File: config.mk
export PLATFORM = sky130hd
export DESIGN_NAME = dac_spi_slave
export DESIGN_NICKNAME = d
export VERILOG_FILES = /design/src/rtl/dac_spi_slave.sv
export SDC_FILE = /design/constraint.sdc
export NUM_CORES = 1
export LEC_CHECK = 0
export CAP_MARGIN = 20
export CORE_MARGIN = 4
export CORE_UTILIZATION = 45
export CTS_CLUSTER_SIZE = 30
export DETAILED_ROUTE_END_ITERATION = 8
export GPL_TIMING_DRIVEN = 0
export PLACE_DENSITY = 0.65
export SETUP_SLACK_MARGIN = 0.4
export SYNTH_ARGS = -nofsm -noshare
export SYNTH_HDL_FRONTEND = slang
export SYNTH_SLANG_ARGS = --single-unit
File: constraint.sdc
create_clock -name CLK50MHZ -period 2.11 [get_ports CLK50MHZ]
set_input_delay 0.633 -clock CLK50MHZ [delete_from_list [all_inputs] [get_ports CLK50MHZ]]
set_output_delay 0.633 -clock CLK50MHZ [all_outputs]
set_load 0.005 [all_outputs]
File: src/rtl/dac_spi_slave.sv
// dac_spi_slave
//   SPI slave front end for a four-channel 12-bit DAC. Frames are 32 bits,
//   MSB first: [31:24] ignored, [23:20] command, [19:16] address,
//   [15:4] data, [3:0] ignored. Every SPI input is resynchronised into the
//   CLK50MHZ domain; a frame executes one cycle after the CS rise is seen.
//   The previous frame (valid or not) is echoed back on DAC_OUT during the
//   next frame.
//
// Ports
//   CLK50MHZ            system clock, all state on its rising edge
//   RST                 asynchronous reset, active low
//   SPI_SCK             serial clock from the master (<= CLK50MHZ/4)
//   DAC_CS              frame select, active low
//   dac_in              serial data in, MSB first
//   DAC_CLR             clear of all input/DAC registers, active low
//   DAC_OUT             serial echo of the previous frame
//   dac_a..dac_d        DAC output registers, channels A..D
//   pwrdn               power-down flags, bit0 = A .. bit3 = D
//   frame_done          one-cycle pulse when a 32-bit frame executes
//   frame_err           one-cycle pulse when a frame ends with a count != 32
module dac_spi_slave #(
  parameter int SYNC_STAGES = 2
) (
  input  logic        CLK50MHZ,
  input  logic        RST,
  input  logic        SPI_SCK,
  input  logic        DAC_CS,
  input  logic        dac_in,
  input  logic        DAC_CLR,
  output logic        DAC_OUT,
  output logic [11:0] dac_a,
  output logic [11:0] dac_b,
  output logic [11:0] dac_c,
  output logic [11:0] dac_d,
  output logic [3:0]  pwrdn,
  output logic        frame_done,
  output logic        frame_err
);

  typedef enum logic [1:0] {
    IDLE  = 2'd0,
    SHIFT = 2'd1,
    EXEC  = 2'd2
  } state_t;

  // Channel select decode: 0..3 pick one channel, 4'hF picks all, the rest none.
  function automatic logic [3:0] sel_decode(input logic [3:0] addr);
    logic [3:0] sel;
    sel = 4'b0000;
    if (addr == 4'hF)      sel = 4'b1111;
    else if (addr < 4'd4)  sel = 4'b0001 << addr[1:0];
    return sel;
  endfunction

  logic [SYNC_STAGES-1:0] sck_sync, cs_sync, din_sync, clr_sync;
  logic                   sck_prev, cs_prev;
  logic                   sck_s, cs_s, din_s, clr_s;
  logic                   sck_rise, sck_fall, cs_rise, cs_fall;

  state_t      state, state_nxt;
  logic        shift_in_en, shift_out_en;
  logic [31:0] shift_reg, out_shift, echo;
  logic [5:0]  bit_cnt;

  logic [11:0] in_reg  [4];
  logic [11:0] dac_reg [4];
  logic [3:0]  cmd, addr, sel;
  logic [11:0] data;

  // ---- input synchronisers and edge detect ----
  // The CS chain resets low so that a CS already low when RST releases is
  // never seen as a fall: a frame interrupted by reset is not picked up.
  always_ff @(posedge CLK50MHZ or negedge RST) begin
    if (!RST) begin
      sck_sync <= '0;
      cs_sync  <= '0;
      din_sync <= '0;
      clr_sync <= '1;
      sck_prev <= 1'b0;
      cs_prev  <= 1'b0;
    end else begin
      sck_sync <= {sck_sync[SYNC_STAGES-2:0], SPI_SCK};
      cs_sync  <= {cs_sync[SYNC_STAGES-2:0], DAC_CS};
      din_sync <= {din_sync[SYNC_STAGES-2:0], dac_in};
      clr_sync <= {clr_sync[SYNC_STAGES-2:0], DAC_CLR};
      sck_prev <= sck_sync[SYNC_STAGES-1];
      cs_prev  <= cs_sync[SYNC_STAGES-1];
    end
  end

  assign sck_s    = sck_sync[SYNC_STAGES-1];
  assign cs_s     = cs_sync[SYNC_STAGES-1];
  assign din_s    = din_sync[SYNC_STAGES-1];
  assign clr_s    = clr_sync[SYNC_STAGES-1];
  assign sck_rise = sck_s & ~sck_prev;
  assign sck_fall = ~sck_s & sck_prev;
  assign cs_rise  = cs_s & ~cs_prev;
  assign cs_fall  = ~cs_s & cs_prev;

  // ---- frame state machine ----
  always_ff @(posedge CLK50MHZ or negedge RST) begin
    if (!RST) state <= IDLE;
    else      state <= state_nxt;
  end

  always_comb begin
    state_nxt = state;
    case (state)
      IDLE:    if (cs_fall) state_nxt = SHIFT;
      SHIFT:   if (cs_rise) state_nxt = EXEC;
      EXEC:    state_nxt = cs_fall ? SHIFT : IDLE;
      default: state_nxt = IDLE;
    endcase
  end

  // In the cycle the CS rise is detected the FSM is still in SHIFT, so the
  // synchronised CS gates shifting and the echo output.
  always_comb begin
    DAC_OUT      = 1'b0;
    shift_in_en  = 1'b0;
    shift_out_en = 1'b0;
    frame_done   = 1'b0;
    frame_err    = 1'b0;
    case (state)
      SHIFT: begin
        if (!cs_s) begin
          DAC_OUT      = out_shift[31];
          shift_in_en  = sck_rise;
          shift_out_en = sck_fall;
        end
      end
      EXEC: begin
        frame_done = (bit_cnt == 6'd32);
        frame_err  = (bit_cnt != 6'd32);
      end
      default: ;
    endcase
  end

  // ---- serial shifters and echo ----
  // A CS fall in EXEC means the echo register is being written this very
  // cycle, so the output shifter takes the just-completed frame directly.
  always_ff @(posedge CLK50MHZ or negedge RST) begin
    if (!RST) begin
      shift_reg <= '0;
      out_shift <= '0;
      echo      <= '0;
      bit_cnt   <= '0;
    end else begin
      if (cs_fall) begin
        shift_reg <= '0;
        bit_cnt   <= '0;
        out_shift <= (state == EXEC) ? shift_reg : echo;
      end else begin
        if (shift_in_en) begin
          shift_reg <= {shift_reg[30:0], din_s};
          if (bit_cnt != 6'd63) bit_cnt <= bit_cnt + 6'd1;
        end
        if (shift_out_en) out_shift <= {out_shift[30:0], 1'b0};
      end
      if (state == EXEC) echo <= shift_reg;
    end
  end

  // ---- command execution ----
  assign cmd  = shift_reg[23:20];
  assign addr = shift_reg[19:16];
  assign data = shift_reg[15:4];
  assign sel  = sel_decode(addr);

  // DAC_CLR is applied after the command so it overrides any write in the
  // same cycle; pwrdn is outside its reach.
  always_ff @(posedge CLK50MHZ or negedge RST) begin
    if (!RST) begin
      for (int i = 0; i < 4; i++) begin
        in_reg[i]  <= '0;
        dac_reg[i] <= '0;
      end
      pwrdn <= 4'b0000;
    end else begin
      if (frame_done) begin
        case (cmd)
          4'h0: for (int i = 0; i < 4; i++)
                  if (sel[i]) begin
                    in_reg[i] <= data;
                    pwrdn[i]  <= 1'b0;
                  end
          4'h1: for (int i = 0; i < 4; i++)
                  if (sel[i]) begin
                    dac_reg[i] <= in_reg[i];
                    pwrdn[i]   <= 1'b0;
                  end
          4'h2: begin
            for (int i = 0; i < 4; i++) begin
              if (sel[i]) in_reg[i] <= data;
              dac_reg[i] <= sel[i] ? data : in_reg[i];
            end
            pwrdn <= 4'b0000;
          end
          4'h3: for (int i = 0; i < 4; i++)
                  if (sel[i]) begin
                    in_reg[i]  <= data;
                    dac_reg[i] <= data;
                    pwrdn[i]   <= 1'b0;
                  end
          4'h4: pwrdn <= pwrdn | sel;
          default: ;
        endcase
      end
      if (!clr_s) begin
        for (int i = 0; i < 4; i++) begin
          in_reg[i]  <= '0;
          dac_reg[i] <= '0;
        end
      end
    end
  end

  assign dac_a = dac_reg[0];
  assign dac_b = dac_reg[1];
  assign dac_c = dac_reg[2];
  assign dac_d = dac_reg[3];

endmodule

==> impl_metrics.env <==
export IMPL_outcome="finished, violations left"
export IMPL_violations="setup timing"
export IMPL_timing_rr_start="bit_cnt[1]"
export IMPL_worstPathCellList="inv_2, ha_4, nand4b_1, buf_4, buf_6, buf_6, buf_6, buf_12, a2111oi_4, buf_4, o21ai_4, buf_6, mux2i_2"
export IMPL_critical_path_peak_fanout=5
export IMPL_maxSlewHeadroom=0.445
export IMPL_finalCriticalPeriod_ns=2.43
export IMPL_first_iter_violations=484
export IMPL_antenna_found_initial=0
export IMPL_num_rows=53
export IMPL_cts_clk_slew_worst_paths_ns=0.06
export IMPL_port_buffers=60
export IMPL_grt_ovfl_total=0
export IMPL_clock_sinks=214
export IMPL_total_power_w=0.00877
export IMPL_dp_hpwl_mm=16.1
export IMPL_synth_cells=884
export IMPL_arrival_ns=2.81
export IMPL_fp_dieH_um=156
export IMPL_antennaDiodeCount=0
export IMPL_pwr_share_clk=0.458
export IMPL_io_pins=61
export IMPL_crit_top_cell="buf_6"
export IMPL_largest_reg_flops=48
export IMPL_layout_nets=1040
export IMPL_maxCapViolCount=0
export IMPL_rsz0062_at_grt="yes"
export IMPL_final_cells=1320
export IMPL_critical_path_buf_inv_count=8
export IMPL_power_leakage_nw=6.53
export IMPL_drc=0
export IMPL_clk_latency_ns=0.51
export IMPL_die_area_sq_um=24200
export IMPL_yosysWarnings=0
export IMPL_synth_seq_cells=214
export IMPL_reg2reg_slack_ns=-0.32
export IMPL_worst_pin_slew_ns=0.833
export IMPL_cts_root_buf="clkbuf_16"
export IMPL_critPathKind="flop to flop"
export IMPL_viasPerCell=5.65
export IMPL_async_flop_share=1.00
export IMPL_critPathMaxStageDelay_ns=0.39
export IMPL_p_seq_frac=0.475
export IMPL_cts_hold_buf=0
export IMPL_worstSetupStartpointType="flop"
export IMPL_p_comb_frac=0.067
export IMPL_synth_enable_flop_cells=0
export IMPL_powerDensity_nw_per_um2=695
export IMPL_routabilityCongestion=0.858
export IMPL_drive_gt1_frac=0.300
export IMPL_ant_nets=0
export IMPL_finalHoldViolations=0
export IMPL_dpl_cell_count=1221
export IMPL_finalCritPeriodShare=1.15
export IMPL_grt_max_degree=83
export IMPL_numCtsBuffers=23
export IMPL_clock_fmax_ghz=0.411
export IMPL_p_int_w=0.00680
export IMPL_syn_nets=892
export IMPL_grt_pass1_vias=7420
export IMPL_cp_required_ns=2.48
export IMPL_core_area_sq_um=21200
export IMPL_reg2reg_to="in_reg[40]"
export IMPL_syn_to_final_growth_pct=28.9
export IMPL_routed_wl_mm=25.4
export IMPL_start_util=0.461
export IMPL_seq_area_frac_synth=0.547
export IMPL_syn_area_sq_um=9790
export IMPL_r2r_cells=13
export IMPL_power_switching_w=0.00198
export IMPL_worstSetupStartpoint="bit_cnt[1]"
export IMPL_min_delay_path_class="input port to async pin"
export IMPL_cts_max_level=1
export IMPL_swShare=0.225
export IMPL_vias=7460
export IMPL_skew_ns=0.0161
export IMPL_peakVddDrop_mv=0.604
export IMPL_setup_ws_ns=-0.323
export IMPL_crit_path_end_kind="flop"
export IMPL_grt_usage=0.204
export IMPL_clockBufferDepth=3
export IMPL_wire_per_inst_um=19.2
export IMPL_die_w_um=156
export IMPL_synth_cell_types=56
export IMPL_slowest_stage="dfrtp_1"
export IMPL_setup_worst_path_end="in_reg[40]"
export IMPL_cp_depth=13
export IMPL_syn_area_per_cell_sq_um=11.1
export IMPL_cts_tree="done"
export IMPL_path_delay_family="buffers and inverters"
export IMPL_ys_flop_type="dfrtp_1"
export IMPL_drv_slew=0
export IMPL_firstDrtPassIters=5
export IMPL_grt_pass1_wl_mm=40.4
export IMPL_final_setup_viol_count=103
[per-stage QoR]
stage	util	setup WS (ns)	hold slack (ns)	area (sq um)	TNS, ns
final	0.595	-0.323	0.0485	12600	-24.92
after global placement	0.514	-8.75	0.334	10900	-1883.62
after detailed placement	0.517	-0.514	0.337	11000	-22.29
after CTS	0.576	-0.254	0.0730	12200	-19.09
after floorplan	-	0.151	0.331	9960	0
after global routing	0.595	-0.441	0.103	12600	-36.28
[layout make-up]
type | count | area (sq um)
Clock inverter | 7 | 85.1
Inverter | 29 | 109
Sequential cell | 214 | 5360
Multi-Input combinational cell | 567 | 4520
Tap cell | 275 | 344
Fill cell | 1759 | 8600
Timing Repair Buffer | 123 | 997
Buffer | 74 | 552
Clock buffer | 31 | 656
[cell usage after synthesis (all sizes together), types with 4 or more instances]
master,count,area [sq um]
o211ai,6,45.0
a211oi,24,180
a22o,25,219
o2bb2ai,16,140
buf,20,108
dfrtp,212,5310
mux2i,136,1360
inv,29,109
mux2,32,360
nor4,37,231
o22ai,13,81.3
clkbuf,54,203
nand3,4,20.0
a21oi,4,27.5
nor2,53,199
o31ai,16,120
nand2,109,409
nand2b,5,31.3
o21ai,43,215
[power groups by stage]
stage / logic (W) / registers (W) / clock network (W)
4_1_cts: 0.000530 / 0.00417 / 0.00410
6_report: 0.000589 / 0.00417 / 0.00402
5_1_grt: 0.000643 / 0.00417 / 0.00427
3_3_place_gp: 0.000402 / 0.00425 / 0
2_1_floorplan: 0.000236 / 0.00424 / 0
3_5_place_dp: 0.000420 / 0.00425 / 0
[timing repair]
action                                 CTS  global route
setup buffers                           39            13
cloned                                   6             3
gates resized for setup                336            81
setup endpoints to repair              241           168
pin swaps                               10            15
endpoints found under the hold margin    0             0
[placed cells by master (no fill, tap or decap), drive strengths merged, types with 2 or more instances in the layout]
master / n
dfrtp: 212
buf: 147
mux2i: 136
nand2: 109
clkbuf: 77
nor2: 53
o21ai: 43
nor4: 37
mux2: 32
inv: 29
a22o: 25
a211oi: 24
o31ai: 16
o2bb2ai: 16
o22ai: 13
o211ai: 6
clkinv: 5
nand2b: 5
nand3: 4
clkdlybuf4s50: 4
a21oi: 4
nor2b: 3
or3: 3
or2: 3
nor4b: 3
nand4b: 2
nor3b: 2
a2111oi: 2
bufinv: 2
dfstp: 2
and4: 2
a21o: 2
or4b: 2
nor4bb: 2
ha: 2
[cell families (layout without fill, tap and decap cells)]
family / Yosys count / count (layout) / synth area share
buffers and inverters: 103 / 264 / 0.0428
adder cells (fa/ha/maj): 2 / 2 / 0.00256
flip-flops: 214 / 214 / 0.547
multiplexers: 168 / 168 / 0.176
XOR/XNOR: 1 / 1 / 0.000895
AND/OR/NAND/NOR: 237 / 237 / 0.114
AO/OA/AOI/OAI: 159 / 159 / 0.116
[routing by layer]
layer,global-route usage,up-vias,share of wire
met3,0.0261,46,0.048
met5,0,-,0
met2,0.334,186,0.48
li1,-,3482,-
met1,0.287,3746,0.45
met4,0.0567,0,0.026
[how the worst min path moves through the flow]
stage | startpoint | to | slack, ns | cells past startpoint
final | RST | dac_d[8] | 0.05 | 1
after CTS | RST | dac_d[6] | 0.07 | 1
after floorplan | cs_sync[0] | cs_sync[1] | 0.33 | 0
after global routing | RST | dac_d[8] | 0.10 | 1
after global placement | sck_sync[0] | sck_sync[1] | 0.33 | 0
after detailed placement | din_sync[0] | din_sync[1] | 0.34 | 0
No activity file was read; power rests on OpenSTA's default activity.
